==> config.mk <==
export PLATFORM = sky130hd
export DESIGN_NAME = vec_alu_sequencer
export DESIGN_NICKNAME = d
export VERILOG_FILES = /design/src/rtl/vec_alu_pkg.sv /design/src/rtl/vec_alu_sequencer_alu.sv /design/src/rtl/vec_alu_sequencer.sv
export SDC_FILE = /design/constraint.sdc
export NUM_CORES = 1
export LEC_CHECK = 0
export CORE_ASPECT_RATIO = 0.75
export CORE_MARGIN = 2
export CORE_UTILIZATION = 53
export CTS_CLUSTER_SIZE = 24
export DETAILED_ROUTE_END_ITERATION = 10
export PLACE_DENSITY = 0.83
export RECOVER_POWER = 50
export SETUP_SLACK_MARGIN = 0.5
export SYNTH_ARGS = -nofsm -noshare
export SYNTH_HDL_FRONTEND = slang
export SYNTH_SLANG_ARGS = --single-unit
==> constraint.sdc <==
create_clock -name clk -period 12.8 [get_ports clk]
set_clock_uncertainty 0.15 [all_clocks]
set_input_delay 2.56 -clock clk [delete_from_list [all_inputs] [get_ports clk]]
set_output_delay 2.56 -clock clk [all_outputs]
set_load 0.1 [all_outputs]
==> src/rtl/vec_alu_pkg.sv <==
// Shared constants, opcode map and sequencer state type for the vector ALU slice.
package vec_alu_pkg;

  localparam int ELEMENT_SIZE_DEF = 16;
  localparam int NUM_ELEMENTS_DEF = 8;
  localparam int LANES_DEF        = 2;
  localparam int OPCODE_W         = 3;

  // Element opcodes understood by alu_element_vec; every lane receives the same code.
  localparam logic [OPCODE_W-1:0] OP_ADD  = 3'b000;  // a + b, wrapping
  localparam logic [OPCODE_W-1:0] OP_SUB  = 3'b001;  // a - b, wrapping
  localparam logic [OPCODE_W-1:0] OP_AND  = 3'b010;
  localparam logic [OPCODE_W-1:0] OP_OR   = 3'b011;
  localparam logic [OPCODE_W-1:0] OP_XOR  = 3'b100;
  localparam logic [OPCODE_W-1:0] OP_SLL  = 3'b101;  // a << b[log2(ELEMENT_SIZE)-1:0]
  localparam logic [OPCODE_W-1:0] OP_SRL  = 3'b110;  // a >> b[log2(ELEMENT_SIZE)-1:0]
  localparam logic [OPCODE_W-1:0] OP_MOVA = 3'b111;  // pass a through

  typedef enum logic [1:0] {
    IDLE = 2'd0,
    EXEC = 2'd1,
    DONE = 2'd2
  } seq_state_t;

endpackage

==> src/rtl/vec_alu_sequencer_alu.sv <==
// Single-element combinational ALU; results wrap modulo 2^ELEMENT_SIZE, no flags.
module alu_element_vec
  import vec_alu_pkg::*;
#(
  parameter int ELEMENT_SIZE = ELEMENT_SIZE_DEF
) (
  input  logic [OPCODE_W-1:0]     i_opcode,
  input  logic [ELEMENT_SIZE-1:0] i_a,
  input  logic [ELEMENT_SIZE-1:0] i_b,
  output logic [ELEMENT_SIZE-1:0] o_result
);

  localparam int SH_W = (ELEMENT_SIZE > 1) ? $clog2(ELEMENT_SIZE) : 1;

  logic [SH_W-1:0] w_shamt;

  // Shifts only look at the low bits of b so the amount always stays inside the element.
  assign w_shamt = i_b[SH_W-1:0];

  // Opcode decode; unlisted codes fall back to passing a.
  always_comb begin
    o_result = i_a;
    case (i_opcode)
      OP_ADD:  o_result = i_a + i_b;
      OP_SUB:  o_result = i_a - i_b;
      OP_AND:  o_result = i_a & i_b;
      OP_OR:   o_result = i_a | i_b;
      OP_XOR:  o_result = i_a ^ i_b;
      OP_SLL:  o_result = i_a << w_shamt;
      OP_SRL:  o_result = i_a >> w_shamt;
      default: o_result = i_a;
    endcase
  end

endmodule

==> src/rtl/vec_alu_sequencer.sv <==
// Vector execute stage: latches one operation, streams LANES element pairs per cycle
// through alu_element_vec lanes, and holds the assembled result on a valid/ready port.
module vec_alu_sequencer
  import vec_alu_pkg::*;
#(
  parameter int ELEMENT_SIZE = ELEMENT_SIZE_DEF,
  parameter int NUM_ELEMENTS = NUM_ELEMENTS_DEF,
  parameter int LANES        = LANES_DEF
) (
  input  logic                             clk,
  input  logic                             rst,
  input  logic                             in_valid,
  output logic                             in_ready,
  input  logic [OPCODE_W-1:0]              in_opcode,
  input  logic [NUM_ELEMENTS*ELEMENT_SIZE-1:0] in_vec_a,
  input  logic [NUM_ELEMENTS*ELEMENT_SIZE-1:0] in_vec_b,
  output logic                             out_valid,
  input  logic                             out_ready,
  output logic [NUM_ELEMENTS*ELEMENT_SIZE-1:0] out_vec,
  output logic                             busy
);

  localparam int IDX_W = (NUM_ELEMENTS > 1) ? $clog2(NUM_ELEMENTS) : 1;
  localparam logic [IDX_W-1:0] LAST_IDX = IDX_W'(NUM_ELEMENTS - LANES);
  localparam logic [IDX_W-1:0] STEP     = IDX_W'(LANES);

  // Lanes must tile the vector exactly, otherwise the last beat would straddle the end.
  if ((LANES < 1) || ((NUM_ELEMENTS % LANES) != 0)) begin : g_bad_lanes
    $error("vec_alu_sequencer: NUM_ELEMENTS must be a non-zero multiple of LANES");
  end

  seq_state_t r_state;
  seq_state_t w_next_state;

  logic [IDX_W-1:0]        r_idx;
  logic [OPCODE_W-1:0]     r_opcode;
  logic [ELEMENT_SIZE-1:0] r_vec_a [NUM_ELEMENTS];
  logic [ELEMENT_SIZE-1:0] r_vec_b [NUM_ELEMENTS];
  logic [ELEMENT_SIZE-1:0] r_result [NUM_ELEMENTS];

  logic                    w_accept;
  logic                    w_exec;
  logic                    w_last_beat;
  logic [IDX_W-1:0]        w_lane_idx [LANES];
  logic [ELEMENT_SIZE-1:0] w_lane_a   [LANES];
  logic [ELEMENT_SIZE-1:0] w_lane_b   [LANES];
  logic [ELEMENT_SIZE-1:0] w_lane_res [LANES];

  assign w_accept    = in_valid && in_ready;
  assign w_exec      = (r_state == EXEC);
  assign w_last_beat = (r_idx == LAST_IDX);

  // State register; reset aborts any operation in flight.
  always_ff @(posedge clk or posedge rst) begin
    if (rst) r_state <= IDLE;
    else     r_state <= w_next_state;
  end

  // Next-state and handshake outputs; in_ready is held low while reset is asserted.
  always_comb begin
    w_next_state = r_state;
    in_ready     = 1'b0;
    out_valid    = 1'b0;
    busy         = 1'b0;
    case (r_state)
      IDLE: begin
        in_ready = !rst;
        if (in_valid && !rst) w_next_state = EXEC;
      end
      EXEC: begin
        busy = 1'b1;
        if (w_last_beat) w_next_state = DONE;
      end
      DONE: begin
        busy      = 1'b1;
        out_valid = 1'b1;
        if (out_ready) w_next_state = IDLE;
      end
      default: w_next_state = IDLE;
    endcase
  end

  // Operand capture at accept; later changes on the input buses are ignored.
  always_ff @(posedge clk) begin
    if (w_accept) begin
      r_opcode <= in_opcode;
      for (int i = 0; i < NUM_ELEMENTS; i++) begin
        r_vec_a[i] <= in_vec_a[i*ELEMENT_SIZE +: ELEMENT_SIZE];
        r_vec_b[i] <= in_vec_b[i*ELEMENT_SIZE +: ELEMENT_SIZE];
      end
    end
  end

  // Element index and result assembly; cleared at accept so no stale elements survive.
  always_ff @(posedge clk or posedge rst) begin
    if (rst) begin
      r_idx <= '0;
      for (int i = 0; i < NUM_ELEMENTS; i++) r_result[i] <= '0;
    end else if (w_accept) begin
      r_idx <= '0;
      for (int i = 0; i < NUM_ELEMENTS; i++) r_result[i] <= '0;
    end else if (w_exec) begin
      r_idx <= r_idx + STEP;
      for (int l = 0; l < LANES; l++) r_result[w_lane_idx[l]] <= w_lane_res[l];
    end
  end

  for (genvar l = 0; l < LANES; l++) begin : g_lane
    assign w_lane_idx[l] = r_idx + IDX_W'(l);
    assign w_lane_a[l]   = r_vec_a[w_lane_idx[l]];
    assign w_lane_b[l]   = r_vec_b[w_lane_idx[l]];

    alu_element_vec #(
      .ELEMENT_SIZE (ELEMENT_SIZE)
    ) u_alu (
      .i_opcode (r_opcode),
      .i_a      (w_lane_a[l]),
      .i_b      (w_lane_b[l]),
      .o_result (w_lane_res[l])
    );
  end

  for (genvar i = 0; i < NUM_ELEMENTS; i++) begin : g_pack
    assign out_vec[i*ELEMENT_SIZE +: ELEMENT_SIZE] = r_result[i];
  end

endmodule

* Yosys cells after proc, flatten, opt, wreduce, memory -nomap -nowiden
Memories as Yosys holds them, arrays and structs flattened.
Cells that the tools add are included.
** Word-level totals
- Memories kept :: 2
- Register bits after elaboration :: 136
- Bits of input ports :: 263
- Output and inout bits :: 131
- RAM bits :: 256
- Word-level logic and storage cells :: 78
** Cells by class
- $add $sub $neg :: 6
- Order comparisons :: 4
- Equality and inequality tests :: 12
- Multiplexer cells :: 21
- Shifts and indexed selects :: 4
- Reduce and logical (&&, ||, !) cells :: 10
- Bitwise gates (word level) :: 8
** Memories
- r_vec_a :: words 8, width 16, read ports 2, clocked after Yosys merged registers in 0, write ports 8, RTL line vec_alu_sequencer.sv:37 : logic [ELEMENT_SIZE-1:0] r_vec_a [NUM_ELEMENTS];
- r_vec_b :: words 8, width 16, read ports 2, clocked after Yosys merged registers in 0, write ports 8, RTL line vec_alu_sequencer.sv:38 : logic [ELEMENT_SIZE-1:0] r_vec_b [NUM_ELEMENTS];
** Operators by type and width (count)
- $bwmux W128 :: 2
- $mux W128 :: 2
- $pmux W16 S7 :: 2
- $demux W16 S3 :: 2
- $add A16 B16 Y16 :: 2
- $and A16 B16 Y16 :: 2
- $mux W16 :: 2
- $or A16 B16 Y16 :: 2
- $shl A16 B4 Y16 :: 2
- $shr A16 B4 Y16 :: 2
- $sub A16 B16 Y16 :: 2
- $xor A16 B16 Y16 :: 2
- $eq A3 B3 Y1 const B :: 4
- $ge A4 B4 Y1 const B :: 2
- $lt A4 B1 Y1 const B :: 2
- $not A3 Y4 :: 2
- $eq A3 B2 Y1 const B :: 2
- $mux W2 :: 3
- $mux W3 :: 2
- $pmux W2 S3 :: 1
- $mux W1 :: 5
- $logic_and A1 B1 Y1 :: 4
- $ne A2 B2 Y1 const B :: 2
- $add A3 B1 Y3 const B :: 1
- 11 further kinds :: 11

* Depth between registers and ports, before layout
Gate-level depths: netlist of the first run.
- Depth in word-level cells :: 9
- Gate-level depth with buffers :: 20
- Mapped depth without buffers :: 17

* Hierarchy
A second synthesis of the first run with hierarchy kept.
** Second synthesis, totals
- Cells, all modules :: 1962
- Area, all modules :: 22496.6 um^2
** Modules (own cells, without submodules)
- vec_alu_sequencer :: area each 15331.0 um^2, cells each 942, times used 1, seq. area each 11080.6 um^2
- alu_element_vec at g_lane[0].u_alu :: area each 3604.7 um^2, cells each 511, times used 1, seq. area each 0.0 um^2
- alu_element_vec at g_lane[1].u_alu :: area each 3560.9 um^2, cells each 509, times used 1, seq. area each 0.0 um^2

* Worst setup path after synthesis of the first run
Ideal clock, no wire load.
- Path type :: input to register
- Start point :: in rst
- End point :: reg r_result (netlist bit out_vec[80])
- Arrival :: 13.311 ns
- Setup time :: 0.122 ns
- Buffers on the path :: 2
- Data required time :: 12.528 ns
- Stages on the path :: 7
- Setup slack :: -0.783 ns
- Cells stage by stage :: nor2b_1 -> nand2_1 -> inv_1 -> clkbuf_1 -> a21oi_1 -> clkbuf_1 -> a22o_1
** On the way
- Longest elaborated chain between the ends :: 4
- Elaborated cells on any way between the ends :: 5
- Classes of those cells :: 2 x mux; 3 x reduce/logical
** RTL lines
- start, declared :: RTL line vec_alu_sequencer.sv:11 : input logic rst,
- $logic_not A1 Y1 (no line) (*)
- $mux W1 (*) :: RTL line vec_alu_sequencer.sv:65 : case (r_state)
- $logic_and A1 B1 Y1 (*) :: RTL line vec_alu_sequencer.sv:49 : assign w_accept = in_valid && in_ready;
- named net w_accept :: RTL line vec_alu_sequencer.sv:41 : logic w_accept;
- $mux W128 or $reduce_bool A2 Y1 (tied branches)
- end, declared :: RTL line vec_alu_sequencer.sv:39 : logic [ELEMENT_SIZE-1:0] r_result [NUM_ELEMENTS];
The timed path passes the listed nets; every way through them passes the cells marked *.
A chain may end at the register's enable or synchronous reset.

==> metrics, run 1 <==
status=finished, violations left; failing checks=capacitance limit, slew limit; ys flop type=edfxtp_1; Syn Area/Cell=12.37 um^2; PostCTS Resize Cnt=0; Compound-Gate Fraction of Synth Area=15.59%; Setup WS pre-CTS=5.729 ns; clock sink count=391; num ports=394; synth unique cells=79; Synth Register Bits=391; pin count of the biggest net entering global routing=122; Setup violations, final=0; setup TNS=0 ns; hpwl dp=47.83 mm; area grow syn2layout=27.02%; Tmin final=7.546 ns; critical path launch point type=primary input; Die W=233.6 um; Initial Utilization=53.37%; Max Buffers Root-to-Sink=3; vias in the first global route=16041; met1 Track Usage GR=46.18%; Register Area=11090 um^2; layer with the highest usage=met2; Util after Layout=67.79%; DIE HEIGHT=176.2 um; CP arrival=7.28 ns; Seq/Total Area, Yosys=52.89%; RSZ-0062 raised after global routing=false; Slew @ Worst Pin=3.385 ns; final worst slack=5.254 ns; Mapped Area=20950 um^2; Worst Hold Class=reg -> reg; 1st-iter DRT viols=2270; via count=16495; final WL=65.74 mm; RePlAce Congestion=1.020; global-route track usage on met3=7.930%; initial antenna violation count=12; Max-Slew Margin vs Limit=-125.6%; Site Rows=63; Die Area=41150 um^2; vias per inst=6.320; crit-path max FO=67; Bufs and invs on worst path=3; Final ANT Viol Nets=0; maxcap violations=2; crit end category=async pin; Worst-path clk slew=0.06 ns; first-pass GRT wire length=97.68 mm; Root Driver=clkbuf_16; fin nets=2424; Mapped Cells=1693; synth warn=0; layout cells sized above 1=9.052%; Tcrit/Tclk final=58.95%; Peak Freq=0.1325 GHz; Fillers=2753; final slew viol count=135; asr flop ratio synth=33.76%; XOR/XNOR share of the synthesized area=2.090%; IO Port Bufs=393; 1st-pass router iterations=8; Remaining DRCs=0; mux contribution to synthesized area=11.47%; syn_nets=2069; Setup Buffers After CTS=0; cts bufs inserted=39; met2 usage=47.15%; largest family of logic cells by synthesized area=compound AO/OA/AOI/OAI gates; max incr delay on CP=2.49 ns; worst path required time=12.54 ns; Post-Synth Adder-Cell Area=6.820%; wire per inst=25.19 um; placed insts=2527; GR Overflow Total=0; clk_lat worst skew=0.56 ns; hold buffers post-CTS=0; CTS tree=built; simple-gate area share of the yosys netlist=7.262%; crit path kind=in -> async; fin cells=2610; Final Hold Vio Count=0; Top Family by Delay on Critical Path=buffers and inverters; slowest CP cell=clkbuf_1; Post-synth EDFFs=259; sequence of cells on the critical path=dlygate4sd3_1, clkinvlp_2, clkbuf_1; Core ar.=39260 um^2; GRT Util Overall=31.70%; area occupied by multi-input gates=9074 um^2; H-Tree Depth=2
[cell usage in the layout (no fill, tap or decap), types with 8 or more instances in the layout]
| cell type | n |
|---|---|
| buf_4 | 24 |
| clkbuf_1 | 10 |
| nor2b_1 | 9 |
| dfrtp_1 | 130 |
| o22ai_1 | 10 |
| clkbuf_16 | 39 |
| nor3_1 | 19 |
| o211ai_1 | 11 |
| a221oi_1 | 9 |
| o21ai_1 | 23 |
| xor2_1 | 9 |
| nor2_1 | 100 |
| o22a_1 | 8 |
| diode_2 | 13 |
| xnor2_1 | 41 |
| a222oi_1 | 10 |
| mux2i_1 | 61 |
| a22o_1 | 93 |
| a31oi_1 | 19 |
| nand2_1 | 117 |
| inv_1 | 76 |
| o31ai_1 | 10 |
| edfxtp_1 | 259 |
| a211oi_1 | 19 |
| o21ai_0 | 55 |
| ha_1 | 111 |
| a22oi_1 | 12 |
| a32o_1 | 16 |
| mux2_2 | 14 |
| mux4_2 | 68 |
| a21oi_1 | 112 |
| and3_1 | 16 |
| nand3_1 | 24 |
| clkdlybuf4s50_1 | 133 |
| dlygate4sd3_1 | 260 |
[flip-flops by register name (all words and copies together) (netlist names)]
name      flops
r_vec_a     128
r_idx         2
r_opcode      3
r_vec_b     128
out_vec     128
r_state       2
[cells by family after synthesis]
logic type               count (synthesis)
multiplexers                           151
XOR/XNOR                                50
adder cells (fa/ha/maj)                113
flip-flops                             391
AO/OA/AOI/OAI                          467
buffers and inverters                  188
AND/OR/NAND/NOR                        333
[worst register-to-register path: cells and delay by family, from the launching register on]
family | cells | cell delay (ns)
buffers and inverters | 3 | 1.78
AO/OA/AOI/OAI | 7 | 1.75
XOR/XNOR | 2 | 0.26
adder cells (fa/ha/maj) | 2 | 0.76
flip-flops | 1 | 0.84
AND/OR/NAND/NOR | 2 | 0.58
multiplexers | 1 | 0.38
[stage by stage]
step                hold WS [ns]  instance area (um^2)
finish                    0.3417                 26610
global route              0.3722                 26600
CTS                       0.3444                 26580
detailed placement        0.3304                 25260
global placement          0.3184                 25260
floorplan                 0.3364                 20950
[cell usage after synthesis (all sizes together) (9+ instances only)]
cell type  count  area, um^2
mux4          68        1531
o31ai         11       87.58
a211oi        19       142.6
a222oi        10       100.1
o21ai         79       399.1
xor2           9       78.83
a221oi        10       93.84
o22ai         10       62.56
a32o          16       160.2
a22oi         12       90.09
inv           81       304.0
a31oi         19       118.9
nand3         24       120.1
a22o          93       814.5
dfrtp        132        3303
nor2b         10       62.56
xnor2         41       359.1
o211ai        11       82.58
and3          16       100.1
a21oi        113       569.3
buf           43       267.8
edfxtp       259        7777
mux2i         63       646.9
nor3          21       110.1
clkbuf        61       229.0
nand2        117       439.2
ha           111        1389
nor2         101       379.1
mux2          20       225.2
[worst paths after layout]
kind / from / to / slack (ns) / depth (start not counted)
worst max-delay path: rst / out_vec[101]$_DFFE_PP0P_ / 5.25 / 3
worst min-delay path: out_vec[18]$_DFFE_PP0P_ / out_vec[18]$_DFFE_PP0P_ / 0.34 / 2
worst max register to register: r_idx[1]$_DFFE_PP0P_ / out_vec[93]$_DFFE_PP0P_ / 6.23 / 17
worst min register to register: out_vec[18]$_DFFE_PP0P_ / out_vec[18]$_DFFE_PP0P_ / 0.34 / 2
max in group clk: rst / in_ready / 5.64 / 3
min in group asynchronous: rst / out_vec[90]$_DFFE_PP0P_ / 3.16 / 2
[per-layer routing]
| metal | vias to the layer above | wire length, um |
|---|---|---|
| li1 | 7213 | - |
| met1 | 8100 | 27400 |
| met2 | 1056 | 29340 |
| met3 | 124 | 7365 |
| met4 | 2 | 1625 |
| met5 | - | 13 |
[area by class of cell]
cell class,instances,area share [%]
Antenna cell,13,0.1222
Clock buffer,52,4.001
Clock inverter,18,0.9779
Inverter,84,1.218
Multi-Input combinational cell,1114,34.10
Sequential cell,391,41.67
Tap cell,520,2.445
Timing Repair Buffer,418,15.47
Power of run 1 is left out: the tool's default activity adds up to more than one toggle a clock period on the data nets, which glitch-free logic cannot reach.
==> run 2, diff against run 1 <==
- clock period: 12.8 -> 7.6 ns (I/O delays scaled with it)
==> run 2 against run 1 <==
Net effect: the flow still finishes with violations (capacitance limit, slew limit); flip-flop and latch count stayed put; register-to-register slack worse by 4.2 ns; critical path depth is 12 higher; global-route usage rose by 1.5 points.
==> metrics, run 2 (synthesis gave the netlist of run 1 again) <==
flop2flop setup slack=2.01 ns (-4.22 ns); cts bufs inserted=39 (unchanged); worst path required time=7.93 ns (-4.61 ns); final WL=68.94 mm (+4.9%); initial antenna violation count=9 (-3); final slew viol count=135 (unchanged); Util after Layout=67.57% (-0.22 points); clock sink count=391 (unchanged); status=finished, violations left; pin count of the biggest net entering global routing=147 (+20%); Die W=233.6 um (unchanged); Tcrit/Tclk final=73.58%; first-pass GRT wire length=101.1 mm (+3.5%); DIE HEIGHT=176.2 um (unchanged); Setup Buffers After CTS=0 (unchanged); max incr delay on CP=0.87 ns (-1.62 ns); hpwl dp=50.22 mm (+5.0%); fin nets=2424 (unchanged); Initial Utilization=53.37% (unchanged); RePlAce Congestion=1.046 (+2.5%); 1st-pass router iterations=7 (-1); setup TNS=0 ns (unchanged); via count=16567 (+0.44%); vias per inst=6.367 (+0.75%); Remaining DRCs=0 (unchanged); hold buffers post-CTS=0 (unchanged); GRT Util Overall=33.23% (+1.5 points); Final Hold Vio Count=0 (unchanged); layout cells sized above 1=9.012% (-0.039 points); CP arrival=5.93 ns (-1.35 ns); 1st-iter DRT viols=2207 (-2.8%); Worst Hold Class=reg -> reg; H-Tree Depth=2 (unchanged); Min Hold Slack=0.3337 ns (-0.007929 ns); PostCTS Resize Cnt=0 (unchanged); most frequent cells in the layout=dlygate4sd3_1, edfxtp_1, clkdlybuf4s50_1, dfrtp_1, nand2_1; RSZ-0062 raised after global routing=false; Max-Slew Margin vs Limit=-70.16% (+55 points); Core ar.=39260 um^2 (unchanged); failing checks=capacitance limit, slew limit; vias in the first global route=16138 (+0.60%); IO Port Bufs=393 (unchanged); area grow syn2layout=26.61%; critical path launch point type=register; wire per inst=26.50 um (+5.2%); num ports=394 (unchanged); Tmin final=5.592 ns; post-layout instance area=26530 um^2 (-0.32%); CTS tree=built; Die Area=41150 um^2 (unchanged); crit path kind=reg -> reg; clk_lat worst skew=0.55 ns (about the same); Slew @ Worst Pin=2.538 ns (-0.8463 ns); Worst-path clk slew=0.06 ns (about the same); Final ANT Viol Nets=0 (unchanged); sequence of cells on the critical path=mux4_2, inv_2, ha_1, nor2b_1, a31oi_1, o21ai_0, xnor2_1, ha_1, and4_1, o2111ai_1, nand3_1, o41ai_1, xnor2_1, a21oi_1, a22o_1; Root Driver=clkbuf_16; Peak Freq=0.1788 GHz; commonest non-fill, non-tap cell in the layout=dlygate4sd3_1; Setup violations, final=0 (unchanged); slowest CP cell=mux4_2; Max Buffers Root-to-Sink=3 (unchanged); maxcap violations=2 (unchanged); Site Rows=63 (unchanged); GR Overflow Total=0 (unchanged); crit end category=register; crit-path max FO=28 (-58%); placed inst area=25280 um^2 (about the same)
-- run 2: per-layer routing --
layer  routed length, um  vias up  track usage, %
met4                1728        4           9.124
met3                8543      134           10.80
li1                    -     7216               -
met1               28020     8161           46.81
met5                  24        -               0
met2               30620     1052           49.73
-- run 2: per-stage QoR --
step	cells	setup slack [ns]
global placement	2527	2.229
CTS	2595	2.096
floorplan	1693	1.085
detailed placement	2527	2.158
global route	2599	1.622
finish	2602	2.008
-- run 2: critical path: cells and delay by family, from the launching register on --
kind	cells	cell delay (ns)
buf+inv	1	0.54
mux	1	0.87
flops	1	0.77
fa+ha+maj	2	0.61
compound gates	6	1.64
xor+xnor	2	0.31
simple gates	3	0.62
-- run 2: final timing paths --
| kind | startpoint | end | cells after the start |
|---|---|---|---|
| min in group asynchronous | rst | out_vec[122]$_DFFE_PP0P_ | 2 |
| setup / recovery | r_idx[1]$_DFFE_PP0P_ | out_vec[111]$_DFFE_PP0P_ | 15 |
| max in group asynchronous | rst | r_idx[1]$_DFFE_PP0P_ | 3 |
| hold / removal | out_vec[13]$_DFFE_PP0P_ | out_vec[13]$_DFFE_PP0P_ | 2 |
| hold reg to reg | out_vec[13]$_DFFE_PP0P_ | out_vec[13]$_DFFE_PP0P_ | 2 |
| setup reg to reg | r_idx[1]$_DFFE_PP0P_ | out_vec[111]$_DFFE_PP0P_ | 15 |
-- run 2: final cells by class --
cell class	instances	area, um^2
Clock inverter	22	203.9
Timing Repair Buffer	418	4144
Antenna cell	7	17.52
Sequential cell	391	11090
Tap cell	520	650.6
Multi-Input combinational cell	1114	9071
Clock buffer	46	1026
Inverter	84	324.1
Fill cell	2789	12730
Power of run 2 is left out for the same reason.
